$ cat config.mk
export PLATFORM = sky130hd
export DESIGN_NAME = dct_cos_mac_engine
export DESIGN_NICKNAME = d
export VERILOG_FILES = /design/src/rtl/dct_cos_mac_engine.sv
export SDC_FILE = /design/constraint.sdc
export NUM_CORES = 1
export LEC_CHECK = 0
export CORE_ASPECT_RATIO = 1.2
export CORE_MARGIN = 3
export CORE_UTILIZATION = 45
export DETAILED_ROUTE_END_ITERATION = 10
export PLACE_DENSITY = 0.71
export SLEW_MARGIN = 20
export SYNTH_ARGS = -nofsm -noshare
export SYNTH_HDL_FRONTEND = slang
export SYNTH_SLANG_ARGS = --single-unit
$ cat constraint.sdc
create_clock -name clk -period 6.8 [get_ports clk]
set_input_delay 2.04 -clock clk [delete_from_list [all_inputs] [get_ports clk]]
set_output_delay 2.04 -clock clk [all_outputs]
set_load 0.02 [all_outputs]
$ cat src/rtl/dct_cos_mac_engine.sv
`default_nettype none
// ---------------------------------------------------------------------------
// dct_cos_mac_engine : buffers one frame, MACs it against the cosine ROM and
// streams N_COEF coefficients. Option macro DCT_ROUND_EN: round half up.
// Rev 1.0
// ---------------------------------------------------------------------------
module dct_cos_mac_engine #(
  parameter int N_PTS  = 32,
  parameter int N_COEF = 16,
  parameter int DIN_W  = 16,
  parameter int COS_W  = 9,
  parameter int ADDR_W = 9,
  parameter int FRAC   = 7,
  parameter int DOUT_W = 16
) (
  input  logic                      clk,
  input  logic                      rst_n,
  input  logic                      s_valid,
  output logic                      s_ready,
  input  logic signed [DIN_W-1:0]   s_data,
  output logic [ADDR_W-1:0]         rom_addr,
  input  logic signed [COS_W-1:0]   rom_data,
  output logic                      m_valid,
  input  logic                      m_ready,
  output logic signed [DOUT_W-1:0]  m_data,
  output logic [$clog2(N_COEF)-1:0] m_index,
  output logic                      m_last,
  output logic                      busy
);
  localparam int N_W    = $clog2(N_PTS);
  localparam int K_W    = $clog2(N_COEF);
  localparam int PROD_W = DIN_W + COS_W;
  localparam int ACC_W  = PROD_W + N_W;
  localparam int FIN_W  = ACC_W + 1;
  localparam logic [N_W-1:0] N_LAST = N_W'(N_PTS - 1);
  localparam logic [K_W-1:0] K_LAST = K_W'(N_COEF - 1);
  localparam logic signed [FIN_W-1:0] SAT_MAX = FIN_W'((1 << (DOUT_W - 1)) - 1);
  localparam logic signed [FIN_W-1:0] SAT_MIN = FIN_W'(-(1 << (DOUT_W - 1)));
`ifdef DCT_ROUND_EN
  localparam logic signed [FIN_W-1:0] RND = FIN_W'(1 << (FRAC - 1));
`else
  localparam logic signed [FIN_W-1:0] RND = '0;
`endif

  typedef enum logic [1:0] {ST_LOAD, ST_CALC, ST_DRAIN, ST_OUT} state_t;

  state_t                    state_q, state_d;
  logic [N_W-1:0]            wr_cnt_q, wr_cnt_d;
  logic [N_W-1:0]            n_q, n_d;
  logic [K_W-1:0]            k_q, k_d;
  logic signed [PROD_W-1:0]  prod_q, prod_d;
  logic signed [ACC_W-1:0]   acc_q, acc_d;
  logic [ADDR_W-1:0]         last_addr_q, last_addr_d;
  logic                      m_valid_q, m_valid_d;
  logic signed [DOUT_W-1:0]  m_data_q, m_data_d;
  logic [K_W-1:0]            m_index_q, m_index_d;
  logic                      m_last_q, m_last_d;

  logic signed [DIN_W-1:0]   samp_q [N_PTS];
  logic                      samp_we;
  logic signed [DIN_W-1:0]   rd_sample;
  logic signed [FIN_W-1:0]   acc_fin;
  logic signed [FIN_W-1:0]   acc_shr;

  assign rd_sample = samp_q[n_q];
  // Final sum folds in the product still sitting in the pipeline register.
  assign acc_fin   = FIN_W'(acc_q) + FIN_W'(prod_q) + RND;
  assign acc_shr   = acc_fin >>> FRAC;

  assign s_ready  = (state_q == ST_LOAD);
  assign busy     = (state_q != ST_LOAD);
  assign rom_addr = (state_q == ST_CALC) ? {k_q, n_q} : last_addr_q;
  assign m_valid  = m_valid_q;
  assign m_data   = m_data_q;
  assign m_index  = m_index_q;
  assign m_last   = m_last_q;

  always_comb begin
    state_d     = state_q;
    wr_cnt_d    = wr_cnt_q;
    n_d         = n_q;
    k_d         = k_q;
    prod_d      = prod_q;
    acc_d       = acc_q;
    last_addr_d = last_addr_q;
    m_valid_d   = m_valid_q;
    m_data_d    = m_data_q;
    m_index_d   = m_index_q;
    m_last_d    = m_last_q;
    samp_we     = 1'b0;

    case (state_q)
      ST_LOAD: begin
        if (s_valid) begin
          samp_we = 1'b1;
          if (wr_cnt_q == N_LAST) begin
            wr_cnt_d = '0;
            k_d      = '0;
            n_d      = '0;
            state_d  = ST_CALC;
          end else begin
            wr_cnt_d = wr_cnt_q + N_W'(1);
          end
        end
      end
      ST_CALC: begin
        prod_d      = PROD_W'(rd_sample) * PROD_W'(rom_data);
        acc_d       = (n_q == '0) ? '0 : acc_q + ACC_W'(prod_q);
        last_addr_d = {k_q, n_q};
        // n parks on its last value so rom_addr never wraps into the next row
        if (n_q == N_LAST) begin
          state_d = ST_DRAIN;
        end else begin
          n_d = n_q + N_W'(1);
        end
      end
      ST_DRAIN: begin
        if (acc_shr > SAT_MAX) begin
          m_data_d = DOUT_W'(SAT_MAX);
        end else if (acc_shr < SAT_MIN) begin
          m_data_d = DOUT_W'(SAT_MIN);
        end else begin
          m_data_d = DOUT_W'(acc_shr);
        end
        m_valid_d = 1'b1;
        m_index_d = k_q;
        m_last_d  = (k_q == K_LAST);
        state_d   = ST_OUT;
      end
      ST_OUT: begin
        if (m_ready) begin
          m_valid_d = 1'b0;
          if (m_last_q) begin
            k_d     = '0;
            state_d = ST_LOAD;
          end else begin
            k_d     = k_q + K_W'(1);
            n_d     = '0;
            state_d = ST_CALC;
          end
        end
      end
      default: state_d = ST_LOAD;
    endcase
  end

  always_ff @(posedge clk or negedge rst_n) begin
    if (!rst_n) begin
      state_q     <= ST_LOAD;
      wr_cnt_q    <= '0;
      n_q         <= '0;
      k_q         <= '0;
      prod_q      <= '0;
      acc_q       <= '0;
      last_addr_q <= '0;
      m_valid_q   <= 1'b0;
      m_data_q    <= '0;
      m_index_q   <= '0;
      m_last_q    <= 1'b0;
    end else begin
      state_q     <= state_d;
      wr_cnt_q    <= wr_cnt_d;
      n_q         <= n_d;
      k_q         <= k_d;
      prod_q      <= prod_d;
      acc_q       <= acc_d;
      last_addr_q <= last_addr_d;
      m_valid_q   <= m_valid_d;
      m_data_q    <= m_data_d;
      m_index_q   <= m_index_d;
      m_last_q    <= m_last_d;
    end
  end

  // Sample store has no reset: every entry is rewritten before a frame is used.
  always_ff @(posedge clk) begin
    if (samp_we) begin
      samp_q[wr_cnt_q] <= s_data;
    end
  end

endmodule
`default_nettype wire

==> reports/qor.yml <==
run_status:
  outcome: "finished with violations"
  violations: "negative setup slack"
timing:
  setup_violations: 7
  worstMarginPinSlew_ns: 1.10
  fmax_mhz: 145
  rsz0062_at_grt: "yes"
  finalClockSkew_ns: 0.0189
  min_period_over_period_pct: 102
  slew_violations: 0
  slew_headroom_pct: 26.8
  final-hold-violation-count: 0
  fin_hold_ws_ns: 0.493
  min_period_ns: 6.91
  finalWorstSetupSlack_ns: -0.112
setup_path:
  cp_max_fo: 7
  worstPathArrival_ns: 7.42
  slowest_delay_ns: 0.55
  endpoint_kind: "register"
  critPathKind: "reg2reg"
  required_ns: 7.31
  cp-start-kind: "register"
  slowest_stage: "fa_1"
worst_hold_path:
  hold_class: "reg2reg"
layout:
  nNetsFinal: 2308
  fillers: 5130
  area_growth_pct: 19.3
  drive_above_1_share_pct: 28.4
  layout_commonest_cell: "edfxtp_1"
  regArea_um2: 17900
  multiInputGateArea_um2: 11900
  mostFrequentLayoutCells: "edfxtp_1, buf_4, mux4_2"
  diodes: 0
  finalNonFillerCells: 3006
job:
  drv_cap: 0
floorplan:
  design.die.area_um2: 70000
  start_util_pct: 45.6
  io_pins: 62
  core_area_um2: 66000
  fp.dieW_um: 242
  rows: 103
  dieHeight_um: 289
global_route:
  gr-usage-all-layers_pct: 20.3
  antenna_found_initial: 1
  grt_pass1_wl_um: 108000
  overflow: 0
  grt_max_degree: 69
  grt_pass1_vias: 18273
yosys:
  synthCells: 1804
  synth_top_family_by_area: "multiplexers"
  ys_seq_area_share_pct: 59.6
  yosys_register_bits: 614
  synth_compound_area_share_pct: 4.86
  synth.net_count: 2048
  yosys.area_share.adder_pct: 11.9
  syn_area_per_cell_um2: 16.7
  yosysUniqueCellTypes: 68
  synth_xor_area_share_pct: 1.42
  synth_edf_count: 512
  async_flop_share_pct: 16.6
  yosysWarnings: 0
  yosys.area_share.simple_pct: 5.76
  synthFlopType: "edfxtp_1"
  synthMuxAreaShare_pct: 13.9
  synth_area_um2: 30100
clock_tree:
  h-tree-depth: 2
  clkSinkCount: 614
  cts_tree: "built"
  cts_root_buf: "clkbuf_16"
  path_clk_slew_ns: 0.06
  clock_latency_ns: 0.64
  clk_path_buf_depth: 3
  cts_buffers: 59
place:
  gp_congestion: 0.862
  place_inst: 2856
  io_buffers: 61
  hpwl_um: 44800
routing:
  drc_errors: 0
  viasPerCell: 5.63
  initialDrtViolationCount: 1097
  ant_nets: 0
  wl_um: 70300
  vias: 16911
  routedWlPerCell_um: 23.4
  drt_first_pass_iters: 5
## metal layers
metal	up-vias	part of all wire (%)	track usage, %
met5	-	0	0
met3	160	4.6	2.85
met1	8884	37	23.8
li1	7370	-	-
met2	497	55	38.3
met4	0	3.5	7.25
## repair_timing
| action | CTS | global route |
|---|---|---|
| buffers inserted | 22 | 11 |
| hold buffers | 0 | 0 |
| gates resized for setup | 55 | 46 |
| endpoints found under the setup margin | 10 | 10 |
| pin swaps | 30 | 46 |
| cloned | 4 | 3 |
| hold endpoints to repair | 0 | 0 |
## area by class of cell
| class | instances | share of cell area (%) |
|---|---|---|
| tap | 892 | 3.11 |
| timing repair buffer | 268 | 7.24 |
| multi-input combinational | 997 | 33.0 |
| clock buffer | 80 | 4.53 |
| inverter | 124 | 1.30 |
| clock inverter | 31 | 0.809 |
| sequential | 614 | 50.0 |
## final timing paths
kind,startpoint,end,slack (ns),cells past startpoint
setup / recovery,n_q[0],prod_q[24],-0.11,26
hold / removal,acc_q[25],acc_q[25],0.49,1
setup reg to reg,n_q[0],prod_q[24],-0.11,26
hold reg to reg,acc_q[25],acc_q[25],0.49,1
max in group asynchronous,rst_n,prod_q[1],4.25,2
min in group asynchronous,rst_n,last_addr_q[4],1.51,1
## critical path: cells and delay by family (launching register included)
kind | cells | cell delay, ns
adders and majority gates | 6 | 2.48
xor gates and xnor gates | 1 | 0.15
muxes | 4 | 1.46
buffers and inverters | 9 | 1.26
and+or+nand+nor | 2 | 0.23
AOI/OAI and AO/OA | 4 | 0.68
DFF | 1 | 0.49
## synth_stat cells, types with 18 or more instances
cell,number,area [um^2]
clkbuf_1,42,158
ha_1,95,1190
o2bb2ai_1,21,184
nor2_1,61,229
fa_1,120,2400
nand2_1,46,173
nor2b_1,84,526
buf_1,21,78.8
nand3_1,24,120
edfxtp_1,512,15400
xnor2_1,36,315
dfrtp_1,102,2550
mux2_2,36,405
inv_1,122,458
nand2b_1,55,344
mux4_2,160,3600
a21oi_1,50,250
mux2i_1,18,180
o21ai_0,36,180
## logic make-up after synthesis
| family | count (synthesis) |
|---|---|
| fa+ha+maj | 215 |
| flops | 614 |
| xor+xnor | 48 |
| compound gates | 195 |
| mux | 214 |
| simple gates | 325 |
| buf+inv | 193 |
## sequential cells by signal, summed over array words and instances, names as in the netlist, 2 cells and up
name and cells:
k_q 4, state_q 2, wr_cnt_q 5, m_data 16, prod_q 25, samp_q 512, last_addr_q 9, n_q 5
m_index 4, acc_q 30
## per-stage QoR
step                      TNS [ns]  instance area, um^2  worst slack [ns]  util [%]
after floorplan                  0                30200            0.0286         -
after global placement       -5.37                33000            -0.663      50.0
after detailed placement     -6.52                33000            -0.766      50.0
after CTS                   -0.131                35500           -0.0754      53.8
after global routing         -1.96                35900            -0.309      54.4
final                       -0.373                35900            -0.112      54.4
Power is not shown: default switching activity piles up to over one toggle a cycle in this logic, so the estimate is an artifact.
